<file path="config.mk">
export PLATFORM = sky130hd
export DESIGN_NAME = gumnut_data_mem_responder
export DESIGN_NICKNAME = d
export VERILOG_FILES = /design/src/rtl/gumnut_data_mem_responder.sv
export SDC_FILE = /design/constraint.sdc
export NUM_CORES = 2
export LEC_CHECK = 0
export BUFFER_PORTS_ARGS = -buffer_cell sky130_fd_sc_hd__buf_2
export CORE_ASPECT_RATIO = 1.25
export CORE_MARGIN = 2
export CORE_UTILIZATION = 49
export CTS_CLUSTER_DIAMETER = 40
export CTS_CLUSTER_SIZE = 28
export DETAILED_ROUTE_END_ITERATION = 10
export GPL_ROUTABILITY_DRIVEN = 0
export SLEW_MARGIN = 5
export SYNTH_ARGS = -nofsm -noshare
export SYNTH_HDL_FRONTEND = slang
export SYNTH_SLANG_ARGS = --single-unit
</file>
<file path="constraint.sdc">
create_clock -name clk -period 7.25 [get_ports clk]
set_input_delay 0.725 -clock clk [delete_from_list [all_inputs] [get_ports clk]]
set_output_delay 0.725 -clock clk [all_outputs]
set_load 0.1 [all_outputs]
</file>
<file path="src/rtl/gumnut_data_mem_responder.sv">
// gumnut_data_mem_responder
//
// Wishbone-classic responder for the Gumnut data bus. It owns the data RAM.
// It inserts WAIT_CYCLES wait states after a request, then terminates the
// transfer with a one-cycle ack. Read data comes from a register.
//
// Ports:
//   clk         - clock, all state changes on the rising edge
//   rst         - synchronous active-high reset
//   data_cyc_i  - bus cycle in progress
//   data_stb_i  - transfer strobe (request = cyc & stb)
//   data_we_i   - 1 = write, 0 = read, sampled with the request
//   data_adr_i  - word address, sampled with the request
//   data_dat_i  - write data, sampled with the request
//   data_dat_o  - registered read data, valid while data_ack_o = 1
//   data_ack_o  - transfer complete, one cycle wide
//   data_err_o  - error termination (only with DATA_MEM_ERR_EN)
//
// Optional feature macro: DATA_MEM_ERR_EN.
// When it is defined, an address >= DEPTH terminates with data_err_o
// instead of data_ack_o. No RAM write occurs and the read data is zero.
// When it is not defined, out-of-range addresses alias onto the RAM.

module gumnut_data_mem_responder #(
  parameter int DATA_W      = 8,
  parameter int ADDR_W      = 8,
  parameter int DEPTH       = 256,
  parameter int WAIT_CYCLES = 0
) (
  input  logic              clk,
  input  logic              rst,
  input  logic              data_cyc_i,
  input  logic              data_stb_i,
  input  logic              data_we_i,
  input  logic [ADDR_W-1:0] data_adr_i,
  input  logic [DATA_W-1:0] data_dat_i,
  output logic [DATA_W-1:0] data_dat_o,
  output logic              data_ack_o
`ifdef DATA_MEM_ERR_EN
  ,
  output logic              data_err_o
`endif
);

  localparam int IDX_W = (DEPTH > 1) ? $clog2(DEPTH) : 1;

  typedef enum logic [1:0] {
    S_IDLE,
    S_WAIT,
    S_ACK
  } state_t;

  state_t             state_q, state_d;
  logic [3:0]         cnt_q, cnt_d;
  logic               we_q;
  logic [IDX_W-1:0]   idx_q;
  logic [DATA_W-1:0]  dat_q;
  logic [DATA_W-1:0]  mem [DEPTH];

  logic               req;
  logic               in_idle;
  logic               enter_ack;
  logic               we_eff;
  logic [IDX_W-1:0]   idx_eff;
  logic [DATA_W-1:0]  dat_eff;
  logic               err_eff;

  assign req     = data_cyc_i & data_stb_i;
  assign in_idle = (state_q == S_IDLE);

  // With zero wait states, ACK is entered on the same edge that samples the
  // request. That edge must therefore use the live bus fields. From the
  // second cycle on, only the latched copies count.
  assign we_eff  = in_idle ? data_we_i : we_q;
  assign idx_eff = in_idle ? data_adr_i[IDX_W-1:0] : idx_q;
  assign dat_eff = in_idle ? data_dat_i : dat_q;

`ifdef DATA_MEM_ERR_EN
  localparam logic [ADDR_W:0] DEPTH_L = (ADDR_W + 1)'(DEPTH);
  logic err_q;
  logic adr_oor;
  assign adr_oor = ({1'b0, data_adr_i} >= DEPTH_L);
  assign err_eff = in_idle ? adr_oor : err_q;
`else
  assign err_eff = 1'b0;
`endif

  // Next-state logic. ACK always falls back to IDLE. This guarantees an
  // idle cycle between transfers, so a strobe held high cannot double-ack.
  always_comb begin
    state_d = state_q;
    cnt_d   = cnt_q;
    case (state_q)
      S_IDLE: begin
        if (req) begin
          if (WAIT_CYCLES == 0) begin
            state_d = S_ACK;
          end else begin
            state_d = S_WAIT;
            cnt_d   = 4'(WAIT_CYCLES - 1);
          end
        end
      end
      S_WAIT: begin
        if (!req) begin
          state_d = S_IDLE;
        end else if (cnt_q == 4'd0) begin
          state_d = S_ACK;
        end else begin
          cnt_d = cnt_q - 4'd1;
        end
      end
      S_ACK: begin
        state_d = S_IDLE;
      end
      default: begin
        state_d = S_IDLE;
      end
    endcase
  end

  assign enter_ack = (state_d == S_ACK);

  always_ff @(posedge clk) begin
    if (rst) begin
      state_q <= S_IDLE;
      cnt_q   <= 4'd0;
    end else begin
      state_q <= state_d;
      cnt_q   <= cnt_d;
    end
  end

  // Request fields are captured only in IDLE. Changes the master makes
  // mid-transfer are ignored.
  always_ff @(posedge clk) begin
    if (rst) begin
      we_q  <= 1'b0;
      idx_q <= '0;
      dat_q <= '0;
    end else if (in_idle && req) begin
      we_q  <= data_we_i;
      idx_q <= data_adr_i[IDX_W-1:0];
      dat_q <= data_dat_i;
    end
  end

`ifdef DATA_MEM_ERR_EN
  always_ff @(posedge clk) begin
    if (rst) begin
      err_q <= 1'b0;
    end else if (in_idle && req) begin
      err_q <= adr_oor;
    end
  end

  assign data_ack_o = (state_q == S_ACK) && !err_q;
  assign data_err_o = (state_q == S_ACK) && err_q;
`else
  assign data_ack_o = (state_q == S_ACK);
`endif

  // Read data is loaded only on the edge that enters ACK. Otherwise it
  // holds its value, so writes leave it untouched.
  always_ff @(posedge clk) begin
    if (rst) begin
      data_dat_o <= '0;
    end else if (enter_ack) begin
      if (err_eff) begin
        data_dat_o <= '0;
      end else if (!we_eff) begin
        data_dat_o <= mem[idx_eff];
      end
    end
  end

  // The RAM has no reset. A write still in flight when reset hits is
  // dropped.
  always_ff @(posedge clk) begin
    if (!rst && enter_ack && we_eff && !err_eff) begin
      mem[idx_eff] <= dat_eff;
    end
  end

endmodule

</file>
Yosys cells after proc, flatten, opt, wreduce, memory -nomap -nowiden

Memory sizes are Yosys's and may differ from the RTL's. A register that Yosys moved wholly into a read port is not among the register bits.
Index checks and enable logic that the tools add are counted.
Widths: inputs -> output; s select.

$add $sub $neg: 1
Equality and inequality tests: 3
Multiplexer cells: 9
Bitwise operators: 3
Reductions and logical operators: 8

Operators by type and width:

| kind                | count |
|---|---|
| $mux 8              | 2 |
| $mux 2              | 3 |
| $eq 2x2->1 const B  | 2 |
| $logic_not 4->1     | 1 |
| $pmux 2 s2          | 1 |
| $sub 4x1->4 const B | 1 |
| $logic_and 1x1->1   | 3 |
| $mux 1              | 3 |
| $reduce_and 3->1    | 1 |
| $eq 2x1->1 const B  | 1 |
| $logic_not 2->1     | 1 |
| $not 1->1           | 2 |
| $reduce_and 2->1    | 1 |
| $and 1x1->1         | 1 |
| $logic_not 1->1     | 1 |

Register bits: 23
Memory bits (writable): 2,048
Memories kept: 1

Memory list:

| memory | depth | bits a word | read ports | clocked after Yosys merged registers in | wr ports | line | RTL |
|---|---|---|---|---|---|---|---|
| mem    | 256   | 8           | 1          | 1                                       | 1        | 58   | `logic [DATA_W-1:0] mem [DEPTH];` |

Longest topological paths before layout

Depth after elaboration: 9
Gate-level depth with buffers: 13

Worst setup path before layout

No wires, ideal clock.

Path kind: reg-to-reg
Start: reg state_q[0]
End: mem mem[0][0] (data pin)
Library setup time: 0.822 ns
Data arrival time: 4.357 ns
Slack: 2.070 ns
Cell stages (with the launch flop): 8
Path buffers: 4
Clock period less this slack: 5.180 ns
Cell sequence: dfxtp_1 buf_6 nor2_4 buf_4 buf_2 buf_1 nand2_1 nand2_1

Word-level cells in the longest chain between the ends: 2

Ends and longest elaborated chain:

| what                   | line | RTL |
|---|---|---|
| from (decl)            | 53   | `state_t state_q, state_d;` |
| from (signal assigned) | 129  | `state_q <= state_d;` |
| $logic_not 2->1        | 69   | `assign in_idle = (state_q == S_IDLE);` |
| $mux 8                 | 76   | `assign dat_eff = in_idle ? data_dat_i : dat_q;` |
| via dat_eff[0]         | 65   | `logic [DATA_W-1:0] dat_eff;` |
| to (decl)              | 58   |  |

The timed path passes the listed nets, and every way through them passes these cells.

Worst setup path after layout

Start: reg state_q[0]
End: reg data_dat_o[3] (read register of mem)

Word-level cells in the longest chain between the ends: 5
Elaborated cells on any way between the ends: 11
Those cells by class: 2 x eq/ne; 6 x mux; 1 x bitwise; 2 x reduce/logical

Ends and longest elaborated chain:

| what                       | line | RTL |
|---|---|---|
| $mux 2                     | 107  | `end else if (cnt_q == 4'd0) begin` |
| $mux 2                     | 105  | `if (!req) begin` |
| $pmux 2 s2                 | 93   | `case (state_q)` |
| $eq 2x2->1                 | 122  | `assign enter_ack = (state_d == S_ACK);` |
| $reduce_and 2->1 (no line) | -    |  |
| to (decl)                  | 37   | `output logic [DATA_W-1:0] data_dat_o,` |

Parallel ways exist; a longest one is shown, timed or not.
A chain may end at the register's enable or synchronous reset.

==> results.json <==
{
  "maxSlewViolCount": 0,
  "numCtsBuffers": 177,
  "initial_utilization_pct": 49.23,
  "ys.flop_type": "edfxtp_1",
  "antenna_found_initial": 10,
  "crit_path_start_kind": "flop",
  "final_util_pct": 54.78,
  "clock_latency_ns": 0.82,
  "grt_use_total_pct": 25.80,
  "cts_setup_buffers": 0,
  "synthArstFlopShare_pct": 0,
  "cts.sinks": 2079,
  "hold_buffers": 0,
  "cp_max_fo": 42,
  "synthCells": 4590,
  "syn_nets": 4612,
  "hold_viol_final": 0,
  "vdd_ir_drop_max_mv": 0.2368,
  "drc": 0,
  "cp-end-kind": "flop",
  "die_w_um": 359.7,
  "crit_arrival_ns": 5.83,
  "nets": 4598,
  "rsz0062_at_grt": "false",
  "portBuffers": 29,
  "r2r_slack_ns": 2.07,
  "internal_power_mw": 19.02,
  "io_pins": 30,
  "final_area_mm2": 0.08625,
  "dpl.hpwl_um": 123600,
  "clockBufferDepth": 3,
  "grt_max_degree": 200,
  "status": "finished clean",
  "min_path_type": "in -> reg",
  "drt_iter0_markers": 5338,
  "critical_path_required_ns": 7.90,
  "root_buffer": "clkbuf_16",
  "overflow": 0,
  "clk_pin_slew_ns": 0.07,
  "die_area_mm2": 0.1614,
  "max_slew_margin_pct": 7.114,
  "fin_crit_ns": 5.177,
  "power_frac_comb_pct": 5.6,
  "p_per_area_mw_per_mm2": 287.2,
  "dpl_cell_area_mm2": 0.08002,
  "fmax_mhz": 193.2,
  "grt_pass1_wl_um": 304700,
  "fin_crit_sh_pct": 71.41,
  "swShare_pct": 23.22,
  "dpl.cell_count": 6459,
  "skew_ns": 0.03517,
  "syn_to_final_growth_pct": 11.27,
  "final_cells": 6790,
  "synth_seq_area_share_pct": 80.14,
  "dr.pass1.iters": 9,
  "drtAntennaViolNets": 0,
  "p_clk_share_pct": 40.8,
  "setup_tns_ns": 0,
  "vias_per_cell": 6.420,
  "synth_area_per_cell_um2": 16.89,
  "wl_per_cell_um": 31.08,
  "netlist_area_mm2": 0.07751,
  "yosysUniqueCellTypes": 37,
  "yosys_warnings": 0,
  "pwr-share-seq_pct": 53.6,
  "die_y_um": 448.7,
  "cts_tree": "yes",
  "criticalPathCategory": "reg -> reg",
  "p_leak_nw": 25.62,
  "tightest_slew_ns": 1.381,
  "drt-total-wl_um": 211000,
  "setup_viol": 0,
  "synth_edf_count": 2048,
  "rows": 163,
  "yosys_register_bits": 2079,
  "grt_pass1_vias": 42940,
  "core_region_area_mm2": 0.1574,
  "maxCapViolCount": 0,
  "vias": 43590,
  "h-tree-depth": 4,
  "drive_gt1_share_pct": 10.71,
  "switchingPower_mw": 5.752,
  "ctsResizeCount": 0
}
==> cells in the mapped netlist (all sizes together) (9+ instances only) <==
cell	count	area (um^2)
nor4	9	56.30
nor2	279	1055
a41oi	32	280.3
buf	257	1389
o41ai	128	1121
nand2	97	364.1
a22oi	1024	7687
a211oi	9	67.56
dfxtp	31	620.6
edfxtp	2048	61500
clkbuf	87	330.3
a21oi	530	2653
==> metrics by stage <==
stage | setup slack [ns] | hold WS, ns | power, mW
after CTS | 2.084 | 0.1100 | 24.87
final | 2.073 | 0.1648 | 24.77
after global placement | 1.979 | 0.4421 | 14.92
after global routing | 2.034 | 0.1665 | 25.40
after detailed placement | 2.107 | 0.4507 | 14.93
after floorplan | 2.070 | 0.4366 | 14.39
==> cells by family after synthesis <==
kind of cell | Yosys count | share of synthesized area [%]
compound gates | 1741 | 15.40
xor+xnor | 3 | 0.03390
fa+ha+maj | 1 | 0.01614
buf+inv | 351 | 2.252
flops | 2079 | 80.14
simple gates | 415 | 2.155
==> cell usage in the layout, fill, tap and decap left out, drive strengths merged, types with 13 or more instances in the layout <==
cell / n
nor2: 279
inv: 67
a41oi: 32
a21oi: 530
clkinv: 43
a22oi: 1024
o41ai: 128
nand2: 97
bufinv: 18
clkbuf: 194
dfxtp: 31
buf: 151
clkinvlp: 13
edfxtp: 2048
==> final cells by class <==
class                      instances  area (um^2)
fill                           12270        71200
sequential                      2079        62120
multi-input combinational       2160        13900
clock buffer                     194         4609
tap                             2062         2580
clock inverter                   134         1607
timing repair buffer             151         1399
inverter                           7        26.28
antenna                            3        7.507
==> worst paths after layout <==
check,from,endpoint,depth (start not counted)
worst max-delay path,state_q[0]$_SDFF_PP0_,data_dat_o[3]$_SDFFE_PP0P_,11
worst min register to register,dat_q[3]$_SDFFE_PP0P_,dat_q[3]$_SDFFE_PP0P_,2
worst min-delay path,data_dat_i[6],dat_q[6]$_SDFFE_PP0P_,3
worst max register to register,state_q[0]$_SDFF_PP0_,data_dat_o[3]$_SDFFE_PP0P_,11
==> worst max-delay path, cell delays in order, from the launching register on <==
cell and delay, ns:
dfxtp_1 0.54, or2_1 0.59, o21ai_4 0.26, buf_12 0.25, buf_12 0.22, buf_4 0.29, a22oi_1 0.24, a21oi_1 0.14
o41ai_1 1.11, a41oi_1 0.73, nor4_1 0.43, a211oi_1 0.11
==> power groups by stage <==
stage	Sequential, mW	Clock (mW)	Combinational, mW
3_3_place_gp	13.5	0	1.37
2_1_floorplan	13.6	0	0.766
4_1_cts	13.3	10.2	1.39
6_report	13.3	10.1	1.40
5_1_grt	13.3	10.7	1.47
3_5_place_dp	13.5	0	1.39
==> registers in the layout (all words and copies together) (netlist names) <==
| signal | cells |
|---|---|
| mem | 2048 |
| dat_q | 8 |
| data_dat_o | 8 |
| idx_q | 8 |
| cnt_q | 4 |
| state_q | 2 |
| we_q | 1 |
==> routing by layer <==
metal / part of all wire [%] / vias to the layer above / global-route usage [%]
met5: 0.0057 / - / 0
met4: 3.8 / 2 / 10.01
met3: 7.1 / 346 / 3.516
met2: 50 / 1939 / 43.31
met1: 39 / 22390 / 34.33
li1: - / 18910 / -
(Power assumes the default switching activity.)
